[config.mk]
export PLATFORM = sky130hd
export DESIGN_NAME = pipe_hazard_ctrl
export DESIGN_NICKNAME = d
export VERILOG_FILES = /design/src/rtl/pipe_hazard_ctrl_pkg.sv /design/src/rtl/pipe_hazard_ctrl_sat_counter.sv /design/src/rtl/pipe_hazard_ctrl.sv
export SDC_FILE = /design/constraint.sdc
export NUM_CORES = 1
export LEC_CHECK = 0
export BUFFER_PORTS_ARGS = -buffer_cell sky130_fd_sc_hd__clkbuf_2
export CAP_MARGIN = 20
export CELL_PAD_IN_SITES_DETAIL_PLACEMENT = 1
export CELL_PAD_IN_SITES_GLOBAL_PLACEMENT = 1
export CORE_UTILIZATION = 43
export DETAILED_ROUTE_END_ITERATION = 16
export PLACE_DENSITY = 0.85
export RECOVER_POWER = 100
export REMOVE_ABC_BUFFERS = 1
export SYNTH_ARGS = -nofsm -noshare
export SYNTH_HDL_FRONTEND = slang
export SYNTH_HIERARCHICAL = 1
export SYNTH_SLANG_ARGS = --single-unit
[constraint.sdc]
create_clock -name clk -period 4.82 [get_ports clk]
set_clock_uncertainty 0.1 [all_clocks]
set_input_delay 0.964 -clock clk [delete_from_list [all_inputs] [get_ports clk]]
set_output_delay 0.964 -clock clk [all_outputs]
set_load 0.01 [all_outputs]
[src/rtl/pipe_hazard_ctrl_pkg.sv]
// Shared types and helpers for the pipeline hazard controller.
// Latency: none (types and a pure function only).
// Backpressure: not applicable.
package pipe_hazard_ctrl_pkg;

    typedef enum logic [1:0] {
        ST_INIT     = 2'd0,
        ST_RUN      = 2'd1,
        ST_MEM_WAIT = 2'd2
    } state_t;

    // Resolve the MEM-stage branch/jump condition from the latched ALU flags.
    function automatic logic branch_taken(
        input logic bbeq,
        input logic bbne,
        input logic bblez,
        input logic bbgtz,
        input logic jump,
        input logic zero,
        input logic neg
    );
        return (bbeq & zero) | (bbne & ~zero) | (bblez & (zero | neg))
             | (bbgtz & ~zero & ~neg) | jump;
    endfunction

endpackage

[src/rtl/pipe_hazard_ctrl_sat_counter.sv]
// Saturating up-counter with synchronous clear; sticks at all-ones.
// Latency: count visible one cycle after inc.
// Backpressure: none; inc is ignored once saturated, clr wins over inc.
module pipe_hazard_ctrl_sat_counter #(
    parameter int W = 16
) (
    input  logic         clk,
    input  logic         rst_n,
    input  logic         clr,
    input  logic         inc,
    output logic [W-1:0] q
);

    // Count up until all-ones, never wrapping.
    always_ff @(posedge clk or negedge rst_n) begin
        if (!rst_n) begin
            q <= '0;
        end else if (clr) begin
            q <= '0;
        end else if (inc && (q != {W{1'b1}})) begin
            q <= q + 1'b1;
        end
    end

endmodule

[src/rtl/pipe_hazard_ctrl.sv]
// Pipeline bank enable/flush sequencer: load-use stalls, MEM-stage redirects, memory freeze.
// Latency: outputs are combinational from state + inputs; counters update one cycle later.
// Backpressure: a pending data-memory access freezes every bank until mem_ready.
module pipe_hazard_ctrl
    import pipe_hazard_ctrl_pkg::*;
#(
    parameter int REGW    = 5,
    parameter int CNTW    = 16,
    parameter int TIMEOUT = 64
) (
    input  logic            clk,
    input  logic            rst_n,
    input  logic [REGW-1:0] id_rs,
    input  logic [REGW-1:0] id_rt,
    input  logic            id_uses_rt,
    input  logic            ex_memrd,
    input  logic [REGW-1:0] ex_rd,
    input  logic            mem_memrd,
    input  logic            mem_memwr,
    input  logic            mem_ready,
    input  logic            mem_bbne,
    input  logic            mem_bbeq,
    input  logic            mem_bblez,
    input  logic            mem_bbgtz,
    input  logic            mem_jump,
    input  logic            mem_zero,
    input  logic            mem_neg,
    output logic            pc_en,
    output logic            ifid_en,
    output logic            idex_en,
    output logic            exmem_en,
    output logic            memwb_en,
    output logic            ifid_flush,
    output logic            idex_flush,
    output logic            exmem_flush,
    output logic            memwb_flush,
    output logic            pc_redirect,
    output logic [CNTW-1:0] stall_cnt,
    output logic [CNTW-1:0] flush_cnt,
    output logic            mem_timeout
);

    localparam int WAITW = $clog2(TIMEOUT) + 1;

    state_t            state;
    state_t            state_nxt;
    logic              memwait;
    logic              taken;
    logic              loaduse;
    logic              hold;
    logic              stall_inc;
    logic              flush_inc;
    logic              wait_inc;
    logic              wait_clr;
    logic [WAITW-1:0]  wait_cnt;

    assign memwait = (mem_memrd | mem_memwr) & ~mem_ready;
    assign taken   = branch_taken(mem_bbeq, mem_bbne, mem_bblez, mem_bbgtz,
                                  mem_jump, mem_zero, mem_neg);
    assign loaduse = ex_memrd & (ex_rd != '0)
                   & ((ex_rd == id_rs) | (id_uses_rt & (ex_rd == id_rt)));
    // Once frozen, only mem_ready releases the pipe (the MEM controls are frozen too).
    assign hold    = (state == ST_MEM_WAIT) ? ~mem_ready : memwait;

    // State register.
    always_ff @(posedge clk or negedge rst_n) begin
        if (!rst_n) begin
            state <= ST_INIT;
        end else begin
            state <= state_nxt;
        end
    end

    // Next state and bank controls; memwait outranks redirect, redirect outranks load-use.
    always_comb begin
        state_nxt   = state;
        pc_en       = 1'b0;
        ifid_en     = 1'b0;
        idex_en     = 1'b0;
        exmem_en    = 1'b0;
        memwb_en    = 1'b0;
        ifid_flush  = 1'b0;
        idex_flush  = 1'b0;
        exmem_flush = 1'b0;
        memwb_flush = 1'b0;
        pc_redirect = 1'b0;
        stall_inc   = 1'b0;
        flush_inc   = 1'b0;
        wait_inc    = 1'b0;
        wait_clr    = 1'b0;
        case (state)
            ST_RUN, ST_MEM_WAIT: begin
                if (hold) begin
                    memwb_flush = 1'b1;
                    wait_inc    = (state == ST_MEM_WAIT);
                    state_nxt   = ST_MEM_WAIT;
                end else begin
                    pc_en     = 1'b1;
                    ifid_en   = 1'b1;
                    idex_en   = 1'b1;
                    exmem_en  = 1'b1;
                    memwb_en  = 1'b1;
                    wait_clr  = 1'b1;
                    state_nxt = ST_RUN;
                    if (taken) begin
                        pc_redirect = 1'b1;
                        ifid_flush  = 1'b1;
                        idex_flush  = 1'b1;
                        exmem_flush = 1'b1;
                        flush_inc   = 1'b1;
                    end else if (loaduse) begin
                        pc_en      = 1'b0;
                        ifid_en    = 1'b0;
                        idex_flush = 1'b1;
                        stall_inc  = 1'b1;
                    end
                end
            end
            default: begin
                ifid_flush  = 1'b1;
                idex_flush  = 1'b1;
                exmem_flush = 1'b1;
                memwb_flush = 1'b1;
                state_nxt   = ST_RUN;
            end
        endcase
    end

    // Sticky timeout on the TIMEOUT-th consecutive not-ready MEM_WAIT cycle.
    always_ff @(posedge clk or negedge rst_n) begin
        if (!rst_n) begin
            mem_timeout <= 1'b0;
        end else if (wait_inc && (wait_cnt == WAITW'(TIMEOUT - 1))) begin
            mem_timeout <= 1'b1;
        end
    end

    pipe_hazard_ctrl_sat_counter #(.W(CNTW)) u_stall_cnt (
        .clk   (clk),
        .rst_n (rst_n),
        .clr   (1'b0),
        .inc   (stall_inc),
        .q     (stall_cnt)
    );

    pipe_hazard_ctrl_sat_counter #(.W(CNTW)) u_flush_cnt (
        .clk   (clk),
        .rst_n (rst_n),
        .clr   (1'b0),
        .inc   (flush_inc),
        .q     (flush_cnt)
    );

    pipe_hazard_ctrl_sat_counter #(.W(WAITW)) u_wait_cnt (
        .clk   (clk),
        .rst_n (rst_n),
        .clr   (wait_clr),
        .inc   (wait_inc),
        .q     (wait_cnt)
    );

endmodule

; After elaboration in Yosys (flattened, before gate mapping)
; Index checks and enable logic that the tools add are counted.
[totals]
latch_bits = 0
elab_cells = 68
regBits = 42
ram_bits = 0
mem_bits_ro = 0
mem_count = 0
out_inout_bits = 43
inputBits = 29
[classes]
magnitude_cmp = 0
multipliers = 0
div_mod_pow = 0
muxes = 26
n_eq_ne = 8
reduce_logical = 7
shifts = 0
bitwise = 19
add_sub_neg = 3
[op_table]
columns = cell, count
row1 = $add 16x1->16 const B, 2
row2 = $ne 16x16->1 const B, 2
row3 = $mux 1, 22
row4 = $mux 7, 2
row5 = $eq 5x5->1, 2
row6 = $and 1x1->1, 9
row7 = $add 7x1->7 const B, 1
row8 = $eq 7x6->1 const B, 1
row9 = $ne 7x7->1 const B, 1
row10 = $or 1x1->1, 7
row11 = $reduce_bool 5->1, 1
row12 = $logic_and 1x1->1, 4
row13 = $mux 2, 2
row14 = $not 1->1, 3
row15 = $eq 2x1->1 const B, 1
row16 = $eq 2x2->1 const B, 1
row17 = $reduce_bool 2->1, 1
row18 = $reduce_or 2->1, 1

; Longest topological paths before layout
; Gate-level depths: netlist (run 1).
[logic_depth]
word_depth = 10
ltp_mapped = 12
depth_no_buf = 10

; By module
; Netlist (run 1), hierarchy kept.
[modules_own_cells]
columns = mod, area_each_um2, seq_area_each_um2, cells_each, instances
row1 = pipe_hazard_ctrl_sat_counter (u_flush_cnt ...), 942.2, 400.4, 98, 2
row2 = pipe_hazard_ctrl_sat_counter (u_wait_cnt), 427.9, 175.2, 41, 1
row3 = pipe_hazard_ctrl, 387.9, 75.1, 48, 1

; Least setup slack after synthesis (run 1)
; No wires, ideal clock.
[synth_path]
kind = input port to flip-flop
start = input port mem_memwr
end = register u_stall_cnt.q[3]
arrival_time_ns = 3.379
required_ns = 4.643
path_slack_ns = 1.263
setup_ns = 0.077
cell_stages = 9
n_path_buf = 1
cell_sequence = nor3_1 > nor2_1 > nor2_1 > inv_1 > nor4b_1 > inv_1 > clkbuf_1 > or4_2 > a21oi_1
[synth_via]
elab_chain_cells = 6
[synth_lines]
columns = element, line_no
row1 = start: declaration, pipe_hazard_ctrl.sv:19  ; input logic mem_memwr,
row2 = $or 1x1->1, pipe_hazard_ctrl.sv:57  ; assign memwait = (mem_memrd | mem_memwr) & ~mem_ready;
row3 = $and 1x1->1, pipe_hazard_ctrl.sv:57
row4 = $mux 1, pipe_hazard_ctrl.sv:63  ; assign hold = (state == ST_MEM_WAIT) ? ~mem_ready : memwait;
row5 = $mux 1, pipe_hazard_ctrl.sv:93  ; if (hold) begin
row6 = $mux 1, pipe_hazard_ctrl.sv:91  ; case (state)
row7 = net stall_inc, pipe_hazard_ctrl.sv:51  ; logic stall_inc;
row8 = $logic_and 1x1->1, pipe_hazard_ctrl_sat_counter.sv:20  ; end else if (inc && (q != {W{1'b1}})) begin
row9 = end signal: assignment, pipe_hazard_ctrl_sat_counter.sv:21  ; q <= q + 1'b1;
row10 = end: declaration, pipe_hazard_ctrl_sat_counter.sv:11  ; output logic [W-1:0] q
; The timed path passes the listed nets, and every way through them passes these cells.
; A chain may end at the register's enable or synchronous reset.

; Final worst setup path (run 1)
[layout_path]
start = input port ex_rd[3]
end = register u_stall_cnt.q[2]
[layout_via]
elab_chain_cells = 9
word_cells_on_any_way = 12
classes_between = 2 x eq/ne / 4 x mux / 4 x bitwise / 2 x reduce/logical
[layout_lines]
columns = element, line_no
row1 = start: declaration, pipe_hazard_ctrl.sv:17  ; input logic [REGW-1:0] ex_rd,
row2 = $eq 5x5->1, pipe_hazard_ctrl.sv:61  ; & ((ex_rd == id_rs) | (id_uses_rt & (ex_rd == id_rt)));
row3 = $and 1x1->1, pipe_hazard_ctrl.sv:61
row4 = $or 1x1->1, pipe_hazard_ctrl.sv:61
row5 = $and 1x1->1 *, pipe_hazard_ctrl.sv:61
row6 = $mux 1 *, pipe_hazard_ctrl.sv:111  ; end else if (loaduse) begin
row7 = $mux 1 *, pipe_hazard_ctrl.sv:105  ; if (taken) begin
row8 = $mux 1 *, pipe_hazard_ctrl.sv:93
row9 = $mux 1 *, pipe_hazard_ctrl.sv:91
row10 = net stall_inc, pipe_hazard_ctrl.sv:51
row11 = $logic_and 1x1->1 *, pipe_hazard_ctrl_sat_counter.sv:20
; Mark *: on every way through the listed nets, which the timed path passes. The rest lies on a longest branch.

==> flow_metrics.py, run 1 <==
metrics = {
    "power": {
        "ir_worst_vdd_mv": 0.2601,
        "clkPwrFrac": 0.362,
        "power.internal_mw": 0.5713,
        "combPwrFrac": 0.179,
        "power.leakage_nw": 1.291,
        "p_total_mw": 0.8053,
        "p_per_area_nw_per_um2": 258.2,
        "p_switching_mw": 0.2340,
        "pwr-share-seq": 0.459,
        "p_sw_frac": 0.2906,
    },
    "cts": {
        "cts_tree": "done",
        "cts_sinks": 42,
        "cts_hold_buf": 0,
        "cts_setup_buffers": 0,
        "clkLatencyLatePin_ns": 0.30,
        "h-tree-depth": 2,
        "root_buffer": "clkbuf_8",
        "cts_resized": 0,
        "cts_made_buffers": 5,
        "cts.reportedPaths.clkPinSlew_ns": 0.08,
        "cts_buffer_depth": 2,
    },
    "route": {
        "antenna_left": 0,
        "drt_iter0_drc": 108,
        "routed_wl_um": 7209,
        "post_drt_via_cell_ratio": 5.970,
        "vias": 2549,
        "drc": 0,
        "avgRoutedWirePerCell_um": 16.88,
        "firstDrtPassIters": 4,
    },
    "setup_path": {
        "r2r_start": "state[0]$_DFF_PN0_",
        "arrival_ns": 3.78,
        "startpoint_type": "input pin",
        "reg2reg_depth": 10,
        "worstPathRequired_ns": 4.93,
        "r2r_end": "u_stall_cnt/q[2]$_DFFE_PN0P_",
        "rrSetupSlack_ns": 1.40,
        "cp_max_fo": 22,
        "crit_path_end_kind": "flop",
        "path_class": "input pin to flop",
    },
    "status": {
        "outcome": "finished with violations",
        "violations": "capacitance limit, slew limit",
    },
    "synthesis": {
        "yosysTopAreaCellShare": 0.3892,
        "synth-seq-area-share": 0.3892,
        "yosys-top-cells-area": "dfrtp_1 39%, a21oi_1 4.3%, o31ai_1 3.9%",
        "yosysTopAreaCell": "dfrtp_1",
        "syn-cell-area_um2": 2700,
        "syn_inst": 285,
        "syn_avg_cell_area_um2": 9.474,
        "ys_ff_latch": 42,
        "synth_cell_type_count": 53,
        "ys_warn_count": 6,
    },
    "floorplan": {
        "rows": 28,
        "coreArea_um2": 5991,
        "io_pins": 72,
        "die_w_um": 81.24,
        "dieArea_um2": 6600,
        "start_util": 0.4507,
        "die_y_um": 81.24,
    },
    "min_path": {
        "min_path_cells": 1,
        "hold_path_end": "mem_timeout$_DFFE_PN0P_",
        "hp-start": "mem_timeout$_DFFE_PN0P_",
        "hold_class": "flop to flop",
    },
    "layout": {
        "final_common_cell": "clkbuf_1",
        "area_growth_pct": 15.52,
        "final_cell_mix": "46 x clkbuf_1, 42 x dfrtp_1, 27 x clkbuf_2, 23 x a21oi_1, 18 x nor2_1",
        "final_layout_size_suffix_gt1_frac": 0.1733,
        "multi_input_area_um2": 1513,
        "antenna_cells": 0,
        "fin_util": 0.5207,
        "nets": 385,
        "fill_cells": 760,
        "register_area_um2": 1051,
    },
    "timing": {
        "setup_viol_count_final": 0,
        "period_minus_slack_ns": 3.667,
        "drv_slew": 33,
        "layout_setup_ws_ns": 1.153,
        "period_share": 0.7608,
        "rsz0062_at_grt": "no",
        "tightest_slew_ns": 1.806,
        "finalHoldViolations": 0,
        "fmax_mhz": 272.7,
        "tns_ns": 0,
        "slew_headroom": -0.2040,
    },
    "grt": {
        "antenna_found_initial": 0,
        "overflow": 0,
        "grt_max_degree": 43,
        "grt_use_total": 0.2348,
        "grt_pass1_wl_um": 11930,
        "grt_pass1_vias": 2594,
    },
    "flow_run": {
        "cap_viol_max_count": 1,
    },
    "placement": {
        "place_ws_ns": 0.8977,
        "place.gp.congestion": 0.7917,
        "dp_hpwl_um": 5036,
        "numPortBuffers": 71,
    },
}
==> cell type report <==
cell class,instances,share of cell area
repair buffers,73,0.09868
clock inverters,1,0.009627
flip-flops and latches,42,0.3369
inverters,11,0.01324
multi-input cells,219,0.4850
well taps,75,0.03008
clock buffers,6,0.02647
==> power by group through the flow <==
stage / combinational, mW / clock, mW / sequential (mW)
5_1_grt: 0.161 / 0.320 / 0.371
4_1_cts: 0.154 / 0.299 / 0.370
3_3_place_gp: 0.147 / 0 / 0.376
3_5_place_dp: 0.153 / 0 / 0.377
2_1_floorplan: 0.0816 / 0 / 0.376
6_report: 0.144 / 0.292 / 0.369
==> metrics by stage <==
step	cells	hold WS, ns	area [µm²]
finish	427	0.3955	3119
CTS	426	0.3986	3182
floorplan	272	0.3999	2613
global route	427	0.4168	3119
global placement	419	0.3531	3069
detailed placement	419	0.3779	3069
==> metal layers <==
layer	share of wire	vias up	track usage	wire length, µm
li1	-	1223	-	-
met1	0.44	1255	0.2699	3145
met2	0.51	63	0.4361	3704
met3	0.038	8	0.04944	271
met4	0.012	0	0.06250	89
met5	0	-	0	0
==> flip-flops by register name, indices dropped and copies added (netlist names) <==
name / count
u_flush_cnt/q: 16
u_stall_cnt/q: 16
u_wait_cnt/q: 7
state: 2
mem_timeout: 1
==> how the worst max path moves through the flow <==
stage / end / cells after the start / slack (ns) / from
finish: u_stall_cnt/q[2]$_DFFE_PN0P_ / 8 / 1.15 / ex_rd[3]
global route: u_stall_cnt/q[2]$_DFFE_PN0P_ / 9 / 0.88 / mem_memwr
CTS: u_stall_cnt/q[2]$_DFFE_PN0P_ / 8 / 1.16 / ex_rd[3]
detailed placement: u_stall_cnt/q[3]$_DFFE_PN0P_ / 8 / 0.90 / ex_rd[3]
global placement: u_stall_cnt/q[3]$_DFFE_PN0P_ / 8 / 1.06 / ex_rd[3]
floorplan: u_stall_cnt/q[3]$_DFFE_PN0P_ / 8 / 0.61 / mem_memwr
==> critical path: stages <==
cell and delay, ns:
clkbuf_2 0.11, xor2_1 0.17, nor4_2 0.28, a32oi_1 0.18, nor4b_1 0.63, inv_1 0.50, or4_2 0.73, a21oi_1 0.21
==> cell usage after synthesis, drive strengths merged <==
cell type   n
buf         8
o211ai      4
nand3       8
ha          4
or2         1
mux2i       1
or3         6
xnor2       1
mux2        8
a32oi       1
nand2      15
a41oi       1
and4b       1
a22oi       1
a31oi       4
or4        15
nand4      14
nand4b      2
a211oi      4
nor4       11
nor4b       1
and3        7
conb        1
inv        11
dfrtp      42
o21ai      11
clkbuf      8
a21oi      23
nor3b       2
nor2b       9
nand3b      2
nor3        6
a31o        1
o41a        1
and4        8
o31ai      14
xor2        9
nor2       18
o221ai      1
==> cell families (layout without fill, tap and decap cells) <==
logic type | Yosys count | count (layout) | synth area share
AOI/OAI and AO/OA | 66 | 66 | 0.1645
buffers and inverters | 27 | 91 | 0.05190
muxes | 9 | 9 | 0.03707
other | 1 | 4 | 0.001389
DFF | 42 | 42 | 0.3893
xor gates and xnor gates | 10 | 10 | 0.03244
adders and majority gates | 4 | 4 | 0.01854
and+or+nand+nor | 126 | 126 | 0.3049
No activity file was read; power rests on OpenSTA's default activity.
==> run 2, diff against run 1 <==
CORE_UTILIZATION = 36   (was 43)
PLACE_DENSITY = 0.76   (was 0.85)
clock period = 3.22 ns   (was 4.82 ns; I/O delays follow)
==> run 2 against run 1 <==
Net effect: the run now ends clean; combinational power increased by 55%; final cell count increased by 7.3%; critical path depth decreased by 2; cell area increased by 2.2%; core utilization decreased by 8.1 points; sequential share of layout area decreased by 0.71 points; clock power increased by 46%; total power increased by 49%; register-to-register slack got worse by 0.90 ns; critical path type is now input pin to output pin.
==> flow_metrics.py, run 2 (synthesis gave the netlist of run 1 again) <==
metrics = {
    "status": {
        "outcome": "finished clean",
    },
    "timing": {
        "rsz0062_at_grt": "no",
        "drv_slew": 0,
        "period_share": 0.8754,
        "period_minus_slack_ns": 2.819,
        "fmax_mhz": 354.8,
        "whs_ns": 0.3857,
        "tightest_slew_ns": 1.316,
        "finalHoldViolations": 0,
        "slew_headroom": 0.1226,
        "layout_setup_ws_ns": 0.4012,
        "setup_viol_count_final": 0,
    },
    "cts": {
        "cts_tree": "done",
        "cts_sinks": 42,
        "clkLatencyLatePin_ns": 0.30,
        "h-tree-depth": 2,
        "cts_buffer_depth": 2,
        "cts.reportedPaths.clkPinSlew_ns": 0.08,
        "cts_made_buffers": 5,
        "root_buffer": "clkbuf_8",
    },
    "floorplan": {
        "die_w_um": 88.61,
        "io_pins": 72,
        "die_y_um": 88.61,
        "coreArea_um2": 7253,
        "rows": 31,
        "dieArea_um2": 7851,
        "start_util": 0.3723,
    },
    "route": {
        "drt_iter0_drc": 82,
        "vias": 2597,
        "post_drt_via_cell_ratio": 5.670,
        "drc": 0,
        "routed_wl_um": 7138,
        "firstDrtPassIters": 4,
        "antenna_left": 0,
        "avgRoutedWirePerCell_um": 15.59,
    },
    "layout": {
        "nets": 391,
        "final_common_cell": "clkbuf_1",
        "finalNonFillerCells": 458,
        "antenna_cells": 0,
        "final_layout_size_suffix_gt1_frac": 0.1894,
        "area_growth_pct": 18.03,
        "final_cell_mix": "48 x clkbuf_1, 42 x dfrtp_1, 28 x clkbuf_2, 23 x a21oi_1, 18 x nor2_1",
        "fin_util": 0.4394,
        "reg_top3": "u_flush_cnt/q x16, u_stall_cnt/q x16, u_wait_cnt/q x7",
        "fill_cells": 903,
    },
    "placement": {
        "dp_hpwl_um": 5427,
        "placed_cells": 450,
        "numPortBuffers": 71,
        "place.gp.congestion": 0.7694,
        "place_ws_ns": 0.01751,
    },
    "setup_path": {
        "worstPathRequired_ns": 2.48,
        "crit_path_end_kind": "output pin",
        "arrival_ns": 2.07,
        "reg2reg_depth": 11,
        "cpPeakStageDelay_ns": 0.53,
        "path_class": "input pin to output pin",
        "cp_max_fo": 3,
        "crit_chain": "clkbuf_2 -> or4_1 -> o21ai_0 -> or2_2 -> o221ai_1 -> clkbuf_2",
        "path_common_cell": "clkbuf_2",
        "r2r_start": "state[0]$_DFF_PN0_",
        "r2r_end": "u_stall_cnt/q[14]$_DFFE_PN0P_",
        "startpoint_type": "input pin",
        "cp_slowest_cell": "or4_1",
        "rrSetupSlack_ns": 0.50,
    },
    "grt": {
        "grt_pass1_vias": 2684,
        "grt_use_total": 0.1966,
        "grt_max_degree": 24,
        "antenna_found_initial": 0,
        "grt_pass1_wl_um": 12060,
        "overflow": 0,
    },
    "power": {
        "p_sw_frac": 0.3005,
        "p_per_area_nw_per_um2": 376.9,
        "clkPwrFrac": 0.354,
        "power.leakage_nw": 1.315,
        "ir_worst_vdd_mv": 0.2003,
        "combPwrFrac": 0.185,
        "pwr-share-seq": 0.461,
        "p_total_mw": 1.201,
        "power.internal_mw": 0.8402,
        "p_switching_mw": 0.3610,
    },
    "flow_run": {
        "cap_viol_max_count": 0,
    },
    "min_path": {
        "hp-start": "mem_timeout$_DFFE_PN0P_",
        "hold_class": "flop to flop",
        "min_path_cells": 1,
        "hold_path_end": "mem_timeout$_DFFE_PN0P_",
    },
}
[run 2: cell types whose count changed in the layout (fill, tap and decap cells not counted), sizes merged]
| cell | before | now |
|---|---|---|
| clkinv | 0 | 2 |
| buf | 0 | 3 |
| clkbuf | 79 | 81 |
[run 2: worst max-delay path, delay by kind of cell]
kind	cells	cell delay, ns
buffers and inverters	2	0.27
AND/OR/NAND/NOR	2	0.71
AO/OA/AOI/OAI	2	0.45
[run 2: area by class of cell]
cell class	count	area [µm²]	share of cell area
Multi-Input combinational cell	219	1519	0.4766
Sequential cell	42	1051	0.3298
Timing Repair Buffer	79	342.8	0.1076
Tap cell	99	123.9	0.03887
Clock buffer	5	68.82	0.02159
Inverter	11	41.29	0.01296
Clock inverter	3	40.04	0.01256
[run 2: worst max path at each step]
stage                                          endpoint          startpoint  slack [ns]
after floorplan            u_stall_cnt/q[3]$_DFFE_PN0P_           mem_memwr       -0.67
after global placement    u_stall_cnt/q[10]$_DFFE_PN0P_            ex_rd[3]        0.13
after detailed placement  u_stall_cnt/q[14]$_DFFE_PN0P_            ex_rd[3]        0.02
after CTS                 u_stall_cnt/q[14]$_DFFE_PN0P_  state[0]$_DFF_PN0_        0.30
after global routing      u_stall_cnt/q[10]$_DFFE_PN0P_  state[0]$_DFF_PN0_        0.14
final                                        idex_flush            ex_rd[1]        0.40
[run 2: metal layers]
layer | part of all wire | up-vias | global-route usage
met5 | 0 | - | 0
met2 | 0.51 | 65 | 0.3692
li1 | - | 1232 | -
met4 | 0.013 | 0 | 0.06012
met3 | 0.043 | 8 | 0.03825
met1 | 0.43 | 1292 | 0.2236
[run 2: through the flow]
step                area, µm²  TNS (ns)
floorplan                2613    -10.82
global route             3187         0
detailed placement       3152         0
finish                   3187         0
CTS                      3261         0
global placement         3152         0
[run 2: repair_timing]
action                     CTS  global route
hold buffers                 0             0
setup endpoints to repair    0             4
buffers inserted             0             0
gates resized for setup      0             2
[run 2: power by group through the flow]
stage          Combinational, mW  Sequential [mW]  Clock (mW)
3_3_place_gp               0.231            0.563           0
2_1_floorplan              0.122            0.562           0
3_5_place_dp               0.238            0.564           0
4_1_cts                    0.239            0.554       0.437
5_1_grt                    0.250            0.556       0.457
6_report                   0.223            0.554       0.425
